==> config.mk <==
export PLATFORM = sky130hd
export DESIGN_NAME = pc_unit_flat
export DESIGN_NICKNAME = d
export VERILOG_FILES = /design/src/rtl/pc_unit_pkg.sv /design/src/rtl/pc_unit_if.sv /design/src/rtl/pc_next_sel.sv /design/src/rtl/pc_unit.sv /design/src/flat_wrapper.sv
export SDC_FILE = /design/constraint.sdc
export NUM_CORES = 1
export LEC_CHECK = 0
export CORE_MARGIN = 8
export CORE_UTILIZATION = 39
export DETAILED_ROUTE_END_ITERATION = 12
export HOLD_SLACK_MARGIN = 0.08
export PLACE_DENSITY = 0.79
export SYNTH_ARGS = -nofsm -noshare
export SYNTH_HDL_FRONTEND = slang
export SYNTH_SLANG_ARGS = --single-unit
export TNS_END_PERCENT = 30
==> constraint.sdc <==
create_clock -name clk -period 3.8 [get_ports clk]
set_clock_uncertainty 0.1 [all_clocks]
set_input_delay 0.57 -clock clk [delete_from_list [all_inputs] [get_ports clk]]
set_output_delay 0.57 -clock clk [all_outputs]
set_load 0.05 [all_outputs]
==> src/rtl/pc_unit_pkg.sv <==
// ============================================================
// pc_unit_pkg : pc_src encodings, FSM state type, default vectors
// Rev 1.0
// ============================================================
`default_nettype none

package pc_unit_pkg;

    localparam logic [1:0] PC_SEQ    = 2'b00;
    localparam logic [1:0] PC_BRANCH = 2'b01;
    localparam logic [1:0] PC_JUMP   = 2'b10;
    localparam logic [1:0] PC_JR     = 2'b11;

    localparam logic [31:0] C_RESET_VECTOR = 32'h0000_0000;
    localparam logic [31:0] C_TRAP_VECTOR  = 32'h0000_0080;

    typedef enum logic [1:0] {
        BOOT = 2'd0,
        RUN  = 2'd1,
        HALT = 2'd2
    } state_t;

endpackage

`default_nettype wire

==> src/rtl/pc_unit_if.sv <==
// ============================================================
// pc_unit_if : fetch-control bundle between core and pc_unit
// Rev 1.0
// ============================================================
`default_nettype none

interface pc_unit_if;

    logic        imem_ready;
    logic [1:0]  pc_src;
    logic        branch_taken;
    logic [31:0] branch_offset;
    logic [31:0] jump_address;
    logic [31:0] jr_target;
    logic        halt;
    logic [31:0] pc;
    logic [31:0] pc_plus4;
    logic        fetch_valid;
    logic        halted;
    logic        misalign_fault;
    logic [31:0] epc;

    modport slave (
        input  imem_ready, pc_src, branch_taken, branch_offset,
               jump_address, jr_target, halt,
        output pc, pc_plus4, fetch_valid, halted, misalign_fault, epc
    );

    modport master (
        output imem_ready, pc_src, branch_taken, branch_offset,
               jump_address, jr_target, halt,
        input  pc, pc_plus4, fetch_valid, halted, misalign_fault, epc
    );

endinterface

`default_nettype wire

==> src/rtl/pc_next_sel.sv <==
// ============================================================
// pc_next_sel : combinational next-PC mux and branch adder
// Rev 1.0
// ============================================================
`default_nettype none

module pc_next_sel
    import pc_unit_pkg::*;
(
    input  logic [31:0] pc_plus4,
    input  logic [1:0]  pc_src,
    input  logic        branch_taken,
    input  logic [31:0] branch_offset,
    input  logic [31:0] jump_address,
    input  logic [31:0] jr_target,
    output logic [31:0] next_pc
);

    logic [31:0] w_branch_target;

    // Offset is in words; the shift and add wrap modulo 2^32.
    assign w_branch_target = pc_plus4 + (branch_offset << 2);

    always_comb begin
        next_pc = pc_plus4;
        case (pc_src)
            PC_SEQ:    next_pc = pc_plus4;
            PC_BRANCH: next_pc = branch_taken ? w_branch_target : pc_plus4;
            PC_JUMP:   next_pc = jump_address;
            PC_JR:     next_pc = jr_target;
            default:   next_pc = pc_plus4;
        endcase
    end

endmodule

`default_nettype wire

==> src/rtl/pc_unit.sv <==
// ============================================================
// pc_unit : BOOT/RUN/HALT program counter with fetch stall.
// Optional misalignment trap: define PC_MISALIGN_TRAP_EN.
// Rev 1.0
// ============================================================
`default_nettype none

module pc_unit
    import pc_unit_pkg::*;
#(
    parameter logic [31:0] RESET_VECTOR = C_RESET_VECTOR,
    parameter logic [31:0] TRAP_VECTOR  = C_TRAP_VECTOR
)(
    input  logic          clk,
    input  logic          rst_n,
    pc_unit_if.slave      bus
);

    state_t      r_state;
    state_t      w_next_state;
    logic [31:0] r_pc;
    logic [31:0] w_pc_plus4;
    logic [31:0] w_target;
    logic        w_accept;

    assign w_pc_plus4 = r_pc + 32'd4;

    pc_next_sel u_next_sel (
        .pc_plus4      (w_pc_plus4),
        .pc_src        (bus.pc_src),
        .branch_taken  (bus.branch_taken),
        .branch_offset (bus.branch_offset),
        .jump_address  (bus.jump_address),
        .jr_target     (bus.jr_target),
        .next_pc       (w_target)
    );

    always_ff @(posedge clk) begin
        if (!rst_n) begin
            r_state <= BOOT;
        end else begin
            r_state <= w_next_state;
        end
    end

    always_comb begin
        w_next_state = r_state;
        case (r_state)
            BOOT:    w_next_state = RUN;
            RUN:     w_next_state = bus.halt ? HALT : RUN;
            HALT:    w_next_state = HALT;
            default: w_next_state = BOOT;
        endcase
    end

    // halt takes priority over any fetch update, including a trap.
    assign w_accept = (r_state == RUN) && !bus.halt && bus.imem_ready;

`ifdef PC_MISALIGN_TRAP_EN
    logic        r_fault;
    logic [31:0] r_epc;

    always_ff @(posedge clk) begin
        if (!rst_n) begin
            r_pc    <= RESET_VECTOR;
            r_fault <= 1'b0;
            r_epc   <= 32'h0000_0000;
        end else begin
            r_fault <= 1'b0;
            if (w_accept) begin
                if (w_target[1:0] != 2'b00) begin
                    r_pc    <= TRAP_VECTOR;
                    r_epc   <= w_target;
                    r_fault <= 1'b1;
                end else begin
                    r_pc <= w_target;
                end
            end
        end
    end

    assign bus.misalign_fault = r_fault;
    assign bus.epc            = r_epc;
`else
    always_ff @(posedge clk) begin
        if (!rst_n) begin
            r_pc <= RESET_VECTOR;
        end else if (w_accept) begin
            r_pc <= w_target & 32'hFFFF_FFFC;
        end
    end

    assign bus.misalign_fault = 1'b0;
    assign bus.epc            = 32'h0000_0000;
`endif

    assign bus.pc          = r_pc;
    assign bus.pc_plus4    = w_pc_plus4;
    assign bus.fetch_valid = (r_state == RUN);
    assign bus.halted      = (r_state == HALT);

endmodule

`default_nettype wire

==> src/flat_wrapper.sv <==
// flat-port wrapper written by rule: the top's interface ports become plain ports
module pc_unit_flat import pc_unit_pkg::*;
#(
    parameter logic [31:0] RESET_VECTOR = C_RESET_VECTOR,
    parameter logic [31:0] TRAP_VECTOR  = C_TRAP_VECTOR
)
  (clk, rst_n, bus_imem_ready, bus_pc_src, bus_branch_taken, bus_branch_offset, bus_jump_address, bus_jr_target, bus_halt, bus_pc, bus_pc_plus4, bus_fetch_valid, bus_halted, bus_misalign_fault, bus_epc);
  pc_unit_if bus_i ();
  input  logic clk;
  input  logic rst_n;
  input wire logic [$bits(bus_i.imem_ready)-1:0] bus_imem_ready;
  input wire logic [$bits(bus_i.pc_src)-1:0] bus_pc_src;
  input wire logic [$bits(bus_i.branch_taken)-1:0] bus_branch_taken;
  input wire logic [$bits(bus_i.branch_offset)-1:0] bus_branch_offset;
  input wire logic [$bits(bus_i.jump_address)-1:0] bus_jump_address;
  input wire logic [$bits(bus_i.jr_target)-1:0] bus_jr_target;
  input wire logic [$bits(bus_i.halt)-1:0] bus_halt;
  output wire logic [$bits(bus_i.pc)-1:0] bus_pc;
  output wire logic [$bits(bus_i.pc_plus4)-1:0] bus_pc_plus4;
  output wire logic [$bits(bus_i.fetch_valid)-1:0] bus_fetch_valid;
  output wire logic [$bits(bus_i.halted)-1:0] bus_halted;
  output wire logic [$bits(bus_i.misalign_fault)-1:0] bus_misalign_fault;
  output wire logic [$bits(bus_i.epc)-1:0] bus_epc;
  assign bus_i.imem_ready = bus_imem_ready;
  assign bus_i.pc_src = bus_pc_src;
  assign bus_i.branch_taken = bus_branch_taken;
  assign bus_i.branch_offset = bus_branch_offset;
  assign bus_i.jump_address = bus_jump_address;
  assign bus_i.jr_target = bus_jr_target;
  assign bus_i.halt = bus_halt;
  assign bus_pc = bus_i.pc;
  assign bus_pc_plus4 = bus_i.pc_plus4;
  assign bus_fetch_valid = bus_i.fetch_valid;
  assign bus_halted = bus_i.halted;
  assign bus_misalign_fault = bus_i.misalign_fault;
  assign bus_epc = bus_i.epc;
  pc_unit #(.RESET_VECTOR(RESET_VECTOR), .TRAP_VECTOR(TRAP_VECTOR)) u_core (.clk(clk), .rst_n(rst_n), .bus(bus_i));
endmodule
==> results of run 1 <==
-- cell usage after synthesis, drive strengths merged, types with 2 or more instances --
library cell / number
a22oi: 5
nor3: 12
mux2i: 9
ha: 35
o221ai: 4
buf: 39
o21bai: 5
o211ai: 5
nand2: 55
a221oi: 12
inv: 21
or2: 2
o41ai: 3
o221a: 2
nor2: 71
nand3b: 3
o2111ai: 2
clkbuf: 21
a311oi: 3
a31oi: 5
a21o: 20
mux2: 2
a211oi: 9
and4: 4
a2111oi: 3
a221o: 5
nor2b: 4
a21oi: 47
and3: 10
a21boi: 4
o31ai: 5
nand4: 12
xor2: 15
o21a: 9
xnor2: 29
dfxtp: 32
nor4: 2
o22ai: 2
o21ai: 48
nand3: 22
o2bb2ai: 2
and2: 3
-- state kept, by name, summed over array words and instances (netlist names) --
name	count
u_core.bus.pc	30
u_core.r_state	2
-- layer usage --
layer  vias up  global-route usage, %
met5         -                      0
li1       2657                      -
met3        71                  6.394
met4         0                  9.977
met2       349                  43.49
met1      2633                  29.03
-- worst register-to-register path, cell delays in order (launching register included) --
cell and delay (ns):
dfxtp_4 0.34, and4_4 0.22, and3_4 0.21, nand4_4 0.23, nor2_4 0.24, and3_4 0.25, xor2_4 0.21, ha_4 0.24
a21o_1 0.18, a21oi_2 0.15, o2bb2ai_1 0.10, a21o_1 0.25, buf_4 0.17, a211o_1 0.29, a21o_1 0.19, and4_1 0.20
o31ai_1 0.21
-- per-stage QoR --
step	cells	setup TNS [ns]	setup slack [ns]	cell area, um^2	hold slack, ns
CTS	975	0	0.004873	7233	0.3547
detailed placement	967	-0.1268	-0.07738	7071	0.3542
floorplan	655	-0.1950	-0.07713	5150	0.3085
global route	980	-0.7034	-0.1529	7356	0.3770
global placement	967	-0.004035	-0.004035	7071	0.3197
finish	980	-0.04719	-0.04719	7356	0.3672
-- final timing paths --
check,slack [ns],end,cells past startpoint,startpoint
setup reg to reg,-0.05,u_core.bus.pc[31]$_SDFFE_PN0P_,16,u_core.bus.pc[10]$_SDFFE_PN0P_
hold reg to reg,0.37,u_core.r_state[0]$_SDFF_PN0_,1,u_core.r_state[1]$_SDFF_PN0_
hold / removal,0.37,u_core.r_state[0]$_SDFF_PN0_,1,u_core.r_state[1]$_SDFF_PN0_
setup / recovery,-0.05,u_core.bus.pc[31]$_SDFFE_PN0P_,16,u_core.bus.pc[10]$_SDFFE_PN0P_
-- power by group through the flow --
stage               combinational (uW)  sequential (uW)  clock [uW]
finish                             812              381         465
global placement                   777              385           0
detailed placement                 789              387           0
floorplan                          461              437           0
CTS                                793              380         464
global route                       861              383         483
-- kinds of logic after synthesis --
| logic type | count (synthesis) | share of synthesized area, % |
|---|---|---|
| adders and majority gates | 36 | 10.36 |
| buffers and inverters | 81 | 10.02 |
| and+or+nand+nor | 205 | 21.87 |
| other | 1 | 0.08481 |
| DFF | 32 | 14.49 |
| AOI/OAI and AO/OA | 209 | 31.92 |
| xor gates and xnor gates | 44 | 8.715 |
| muxes | 11 | 2.547 |
-- cell type report --
cell class / instances / share of cell area, %
inverter: 21 / 1.072
timing repair buffer: 234 / 29.21
clock buffer: 6 / 1.752
clock inverter: 2 / 0.4763
sequential: 32 / 9.440
tap: 143 / 2.432
multi-input combinational: 542 / 55.62
-- timing repair --
item | 4_1_cts | 5_1_grt
setup buffers | 0 | 5
gates resized for setup | 1 | 16
setup endpoints to repair | 1 | 11
pin swaps | 0 | 11
==> flow_metrics.py, run 1 <==
metrics = {
    "setup_path": {
        "crit_path_top_delay_cell": "dfxtp_4",
        "capturing_element_type_of_the_critical_path": "register",
        "crit_chain": "and4_4, and3_4, nand4_4, nor2_4, and3_4, xor2_4, ha_4, a21o_1, a21oi_2, o2bb2ai_1, a21o_1, buf_4, a211o_1, a21o_1, and4_1, o31ai_1",
        "crit_fanout": 6,
        "crit_path_max_incr_delay_ns": 0.34,
        "worst_path_most_repeated_cell": "a21o_1",
        "start_kind": "register",
        "critPathRequiredTime_ns": 3.90,
        "crit_family": "compound AO/OA/AOI/OAI gates",
        "critical_path_arrival_ns": 3.95,
        "worst-path-buf-inv": 1,
        "timing_worst_setup_path_type": "register to register",
    },
    "clock_tree": {
        "worstSkewPairLatency_ns": 0.28,
        "number_of_cts_inserted_buffers": 5,
        "cts_buffer_depth": 2,
        "hold_buffers": 0,
        "tritoncts": "yes",
        "clock_sinks": 32,
        "htree_num_levels": 2,
        "clk_pin_slew_ns": 0.06,
        "clk_root_buffer_cell": "clkbuf_16",
    },
    "finish": {
        "layout-drive-gt1-share_pct": 21.62,
        "layout.cells.most_common_list": "clkdlybuf4s50_1, buf_4, nor2_1",
        "final_common_cell": "clkdlybuf4s50_1",
        "multiInputGateArea_um2": 4091,
        "diodes": 0,
        "final_core_util_pct": 65.54,
        "filler_cell_count": 944,
        "areaGrowthSynthToFinish_pct": 66.36,
        "area.sequential_um2": 694.4,
        "fin_nets": 975,
    },
    "synth": {
        "synthesis.yosys.warnings": 0,
        "part_of_the_yosys_area_used_for_sequential_elements_pct": 14.49,
        "yosys_most_used_dff": "dfxtp_1",
        "synth_area_leaders": "dfxtp_1, ha_1, buf_4, nor2_1, xnor2_1",
        "synthDominantAreaCellType": "dfxtp_1",
        "synth_largest_type_area_fraction_pct": 14.49,
        "post_synth.cell_area_avg_um2": 7.143,
        "share_of_synthesized_flip_flops_with_an_asynchronous_set_or_reset_pct": 0,
        "synth_cells": 619,
        "synth_area_um2": 4422,
        "unique_masters_post_synth": 68,
        "synth_edf_count": 0,
        "yosys_register_bits": 32,
    },
    "outcome": {
        "status": "complete, but fails checks",
        "violations": "setup timing",
    },
    "timing": {
        "timing_max_transition_violations_final": 0,
        "max_slew_margin_pct": 50.39,
        "rsz_0062_raised_after_global_routing": "true",
        "max_freq_ghz": 0.2599,
        "timing.final.hold_violations": 0,
        "min_period_over_period_pct": 101.2,
        "postLayoutSetupSlackWorst_ns": -0.04719,
        "max_slew.worst_pin.slew_ns": 0.7414,
        "finalCriticalPeriod_ns": 3.847,
        "timing.final.setup_violations": 1,
    },
    "place": {
        "dpl.hpwl_um": 15890,
        "numPortBuffers": 158,
        "globalplace.congestion": 1.010,
    },
    "drt": {
        "top_layer_used": "met4",
        "post_drt_via_cell_ratio": 5.827,
        "detailedRoute.firstIterationViolations": 548,
        "drt.antenna.violating_nets": 0,
        "wl_met3_um": 1941,
        "vias": 5710,
        "first_pass_iters": 5,
        "routedLengthMet1_um": 7334,
        "drc": 0,
        "wire_per_inst_um": 20.08,
        "finalWirelength_um": 19680,
        "met2RoutedLength_um": 9622,
    },
    "flow_run": {
        "max-cap-violations": 0,
    },
    "power_and_ir_drop": {
        "totalPowerFinal_uw": 1658,
        "power.clock.fraction_pct": 28.1,
        "leakage_uw": 0.003181,
        "p_switching_uw": 667.9,
        "power.share.sequential_pct": 23.0,
        "power.ir.vdd_worst_v": 0.0001495,
        "power-per-cell-area_nw_per_um2": 225.4,
        "power.combinational.fraction_pct": 49.0,
        "sw_frac_of_total_pct": 40.29,
        "power.internal_uw": 989.9,
    },
    "floorplan": {
        "fp.coreArea_um2": 11220,
        "floorplan.die.width_um": 122.5,
        "floorplan.rows": 39,
        "vertical_die_dimension_um": 122.5,
        "io-pin-count": 202,
        "floorplan.die_area_um2": 15000,
        "initial_core_util_pct": 39.40,
    },
    "hold_path": {
        "timing.hold.worst.class": "register to register",
    },
    "global_routing": {
        "first_global_vias": 5806,
        "grt_usage_pct": 25.10,
        "first_pass_grt_wire_length_um": 29900,
        "remaining_global_route_overflow": 0,
        "largest_net_degree_at_the_start_of_global_routing": 28,
        "grt_antenna_before_repair": 0,
    },
}
Power figures use the tool's default switching activity.
==> inputs of run 2 (changes only) <==
--- a/config.mk
+++ b/config.mk
@@ -6,10 +6,11 @@
 export NUM_CORES = 1
 export LEC_CHECK = 0
 export CORE_MARGIN = 8
-export CORE_UTILIZATION = 39
+export CORE_UTILIZATION = 40
+export CTS_CLUSTER_DIAMETER = 100
 export DETAILED_ROUTE_END_ITERATION = 12
+export DONT_BUFFER_PORTS = 1
 export HOLD_SLACK_MARGIN = 0.08
-export PLACE_DENSITY = 0.79
 export SYNTH_ARGS = -nofsm -noshare
 export SYNTH_HDL_FRONTEND = slang
 export SYNTH_SLANG_ARGS = --single-unit
==> run 2 against run 1 <==
  * The run now ends clean
  * Count of clock-buffer cells in the layout up 2
  * Hold slack worse by 0.11 ns
  * Cell count down 14%
  * Final area down 21%
  * Largest cell class unchanged
==> flow_metrics.py, run 2 (same netlist as run 1, synthesis figures left out) <==
metrics = {
    "clock_tree": {
        "worstSkewPairLatency_ns": 0.31,
        "hold_buffers": 0,
        "tritoncts": "yes",
        "clock_sinks": 32,
        "htree_num_levels": 2,
        "number_of_cts_inserted_buffers": 5,
        "clk_root_buffer_cell": "clkbuf_8",
        "cts_buffer_depth": 2,
        "clk_pin_slew_ns": 0.07,
    },
    "setup_path": {
        "crit_start": "u_core.bus.pc[10]$_SDFFE_PN0P_",
        "start_kind": "register",
        "crit_fanout": 6,
        "critPathRequiredTime_ns": 3.92,
        "origin_of_the_critical_flop_to_flop_path": "u_core.bus.pc[10]$_SDFFE_PN0P_",
        "capturing_element_type_of_the_critical_path": "register",
        "timing_worst_setup_path_type": "register to register",
        "critical_path_arrival_ns": 3.80,
    },
    "power_and_ir_drop": {
        "p_switching_uw": 608.4,
        "sw_frac_of_total_pct": 46.33,
        "power-per-cell-area_nw_per_um2": 224.6,
        "power.internal_uw": 704.7,
        "power.clock.fraction_pct": 23.1,
        "leakage_uw": 0.002638,
        "power.share.sequential_pct": 28.0,
        "power.ir.vdd_worst_v": 0.0001506,
        "power.combinational.fraction_pct": 48.8,
    },
    "timing": {
        "finalCriticalPeriod_ns": 3.686,
        "timing.final.hold_violations": 0,
        "max_slew_margin_pct": 32.40,
        "finalSetupTns_ns": 0,
        "timing.final.setup_violations": 0,
        "finalHoldWorstSlack_ns": 0.2607,
        "min_period_over_period_pct": 97.00,
        "rsz_0062_raised_after_global_routing": "true",
        "timing_max_transition_violations_final": 0,
        "max_freq_ghz": 0.2713,
        "max_slew.worst_pin.slew_ns": 1.012,
    },
    "floorplan": {
        "fp.coreArea_um2": 10790,
        "floorplan.die_area_um2": 14670,
        "floorplan.die.width_um": 121.1,
        "vertical_die_dimension_um": 121.1,
        "initial_core_util_pct": 40.97,
        "floorplan.rows": 38,
        "io-pin-count": 202,
    },
    "place": {
        "dpl.hpwl_um": 14420,
        "numPortBuffers": 0,
        "globalplace.congestion": 0.9537,
    },
    "finish": {
        "layout.cells.most_common_list": "buf_4, nor2_1, nand2_1",
        "final_common_cell": "buf_4",
        "areaGrowthSynthToFinish_pct": 32.23,
        "layout-drive-gt1-share_pct": 28.10,
        "fin_nets": 839,
        "largest_register_ffs": 30,
    },
    "drt": {
        "finalWirelength_um": 18200,
        "wire_per_inst_um": 21.62,
        "first_pass_iters": 5,
        "drt.antenna.violating_nets": 0,
        "vias": 5113,
        "detailedRoute.firstIterationViolations": 336,
        "drc": 0,
        "post_drt_via_cell_ratio": 6.072,
    },
    "global_routing": {
        "grt_antenna_before_repair": 1,
        "first_pass_grt_wire_length_um": 27550,
        "remaining_global_route_overflow": 0,
        "grt_usage_pct": 23.80,
        "largest_net_degree_at_the_start_of_global_routing": 34,
        "first_global_vias": 5022,
    },
    "hold_path": {
        "timing.hold.worst.class": "primary input to register",
        "worst_hold_start": "bus_halt",
    },
    "outcome": {
        "status": "finished clean",
    },
    "flow_run": {
        "max-cap-violations": 0,
    },
}
-- run 2: changes by cell type in the layout (fill, tap and decap cells not counted), moves of 4 or more --
| cell | delta |
|---|---|
| clkbuf_16 | -5 |
| clkbuf_8 | +6 |
| clkdlybuf4s50_1 | -152 |
| buf_4 | +19 |
| ha_1 | +4 |
-- run 2: per-layer routing --
layer / global-route usage (%) / share of wire [%] / wire [um] / vias to the layer above
met3: 6.375 / 9.5 / 1730 / 38
met2: 38.76 / 46 / 8369 / 254
met4: 8.635 / 2.7 / 488 / 0
li1: - / - / - / 2368
met5: 0 / 0 / 0 / -
met1: 29.51 / 42 / 7615 / 2453
-- run 2: power groups by stage --
stage                     Clock, uW  Combinational (uW)  Sequential (uW)
final                           304                 641              368
after global routing            325                 687              371
after CTS                       311                 628              368
after detailed placement          0                 625              376
after global placement            0                 620              375
after floorplan                   0                 461              437
-- run 2: final timing paths --
check                                        end  slack [ns]  depth (start not counted)
hold / removal      u_core.r_state[0]$_SDFF_PN0_        0.26                          1
hold reg to reg     u_core.r_state[0]$_SDFF_PN0_        0.34                          1
setup / recovery  u_core.bus.pc[31]$_SDFFE_PN0P_        0.11                         17
setup reg to reg  u_core.bus.pc[31]$_SDFFE_PN0P_        0.11                         17
-- run 2: layout make-up --
class | instances | area (um^2)
fill | 1060 | 4946
multi-input combinational | 542 | 4070
timing repair buffer | 98 | 735.7
sequential | 32 | 694.4
tap | 140 | 175.2
clock buffer | 8 | 90.09
inverter | 21 | 78.83
antenna | 1 | 2.502
-- run 2: stage by stage --
stage	utilization [%]	cells	power, uW	area (um^2)	setup slack, ns
floorplan	-	655	897.7	5150	-0.07713
global placement	52.35	827	994.6	5650	0.06513
detailed placement	52.35	827	1001	5650	0.05794
CTS	53.19	835	1307	5741	0.04412
global route	54.17	842	1382	5847	-0.06321
finish	54.17	842	1313	5847	0.1141
-- run 2: what timing repair did --
| item | in CTS | in global routing |
|---|---|---|
| gates resized for setup | 0 | 11 |
| setup endpoints to repair | 0 | 8 |
| buffers inserted | 0 | 6 |
-- run 2: worst max-delay path: stages, from the launching register on --
cell and delay, ns:
dfxtp_4 0.35, and4_4 0.25, nand4_1 0.15, nor2_4 0.22
nand2_4 0.10, buf_4 0.15, nor2_4 0.14, xor2_4 0.19
ha_4 0.24, a21o_1 0.15, a21o_1 0.18, a21oi_2 0.15
o2bb2ai_1 0.09, a21o_1 0.24, a211o_1 0.32, a21o_1 0.17
and4_1 0.20, o31ai_2 0.21
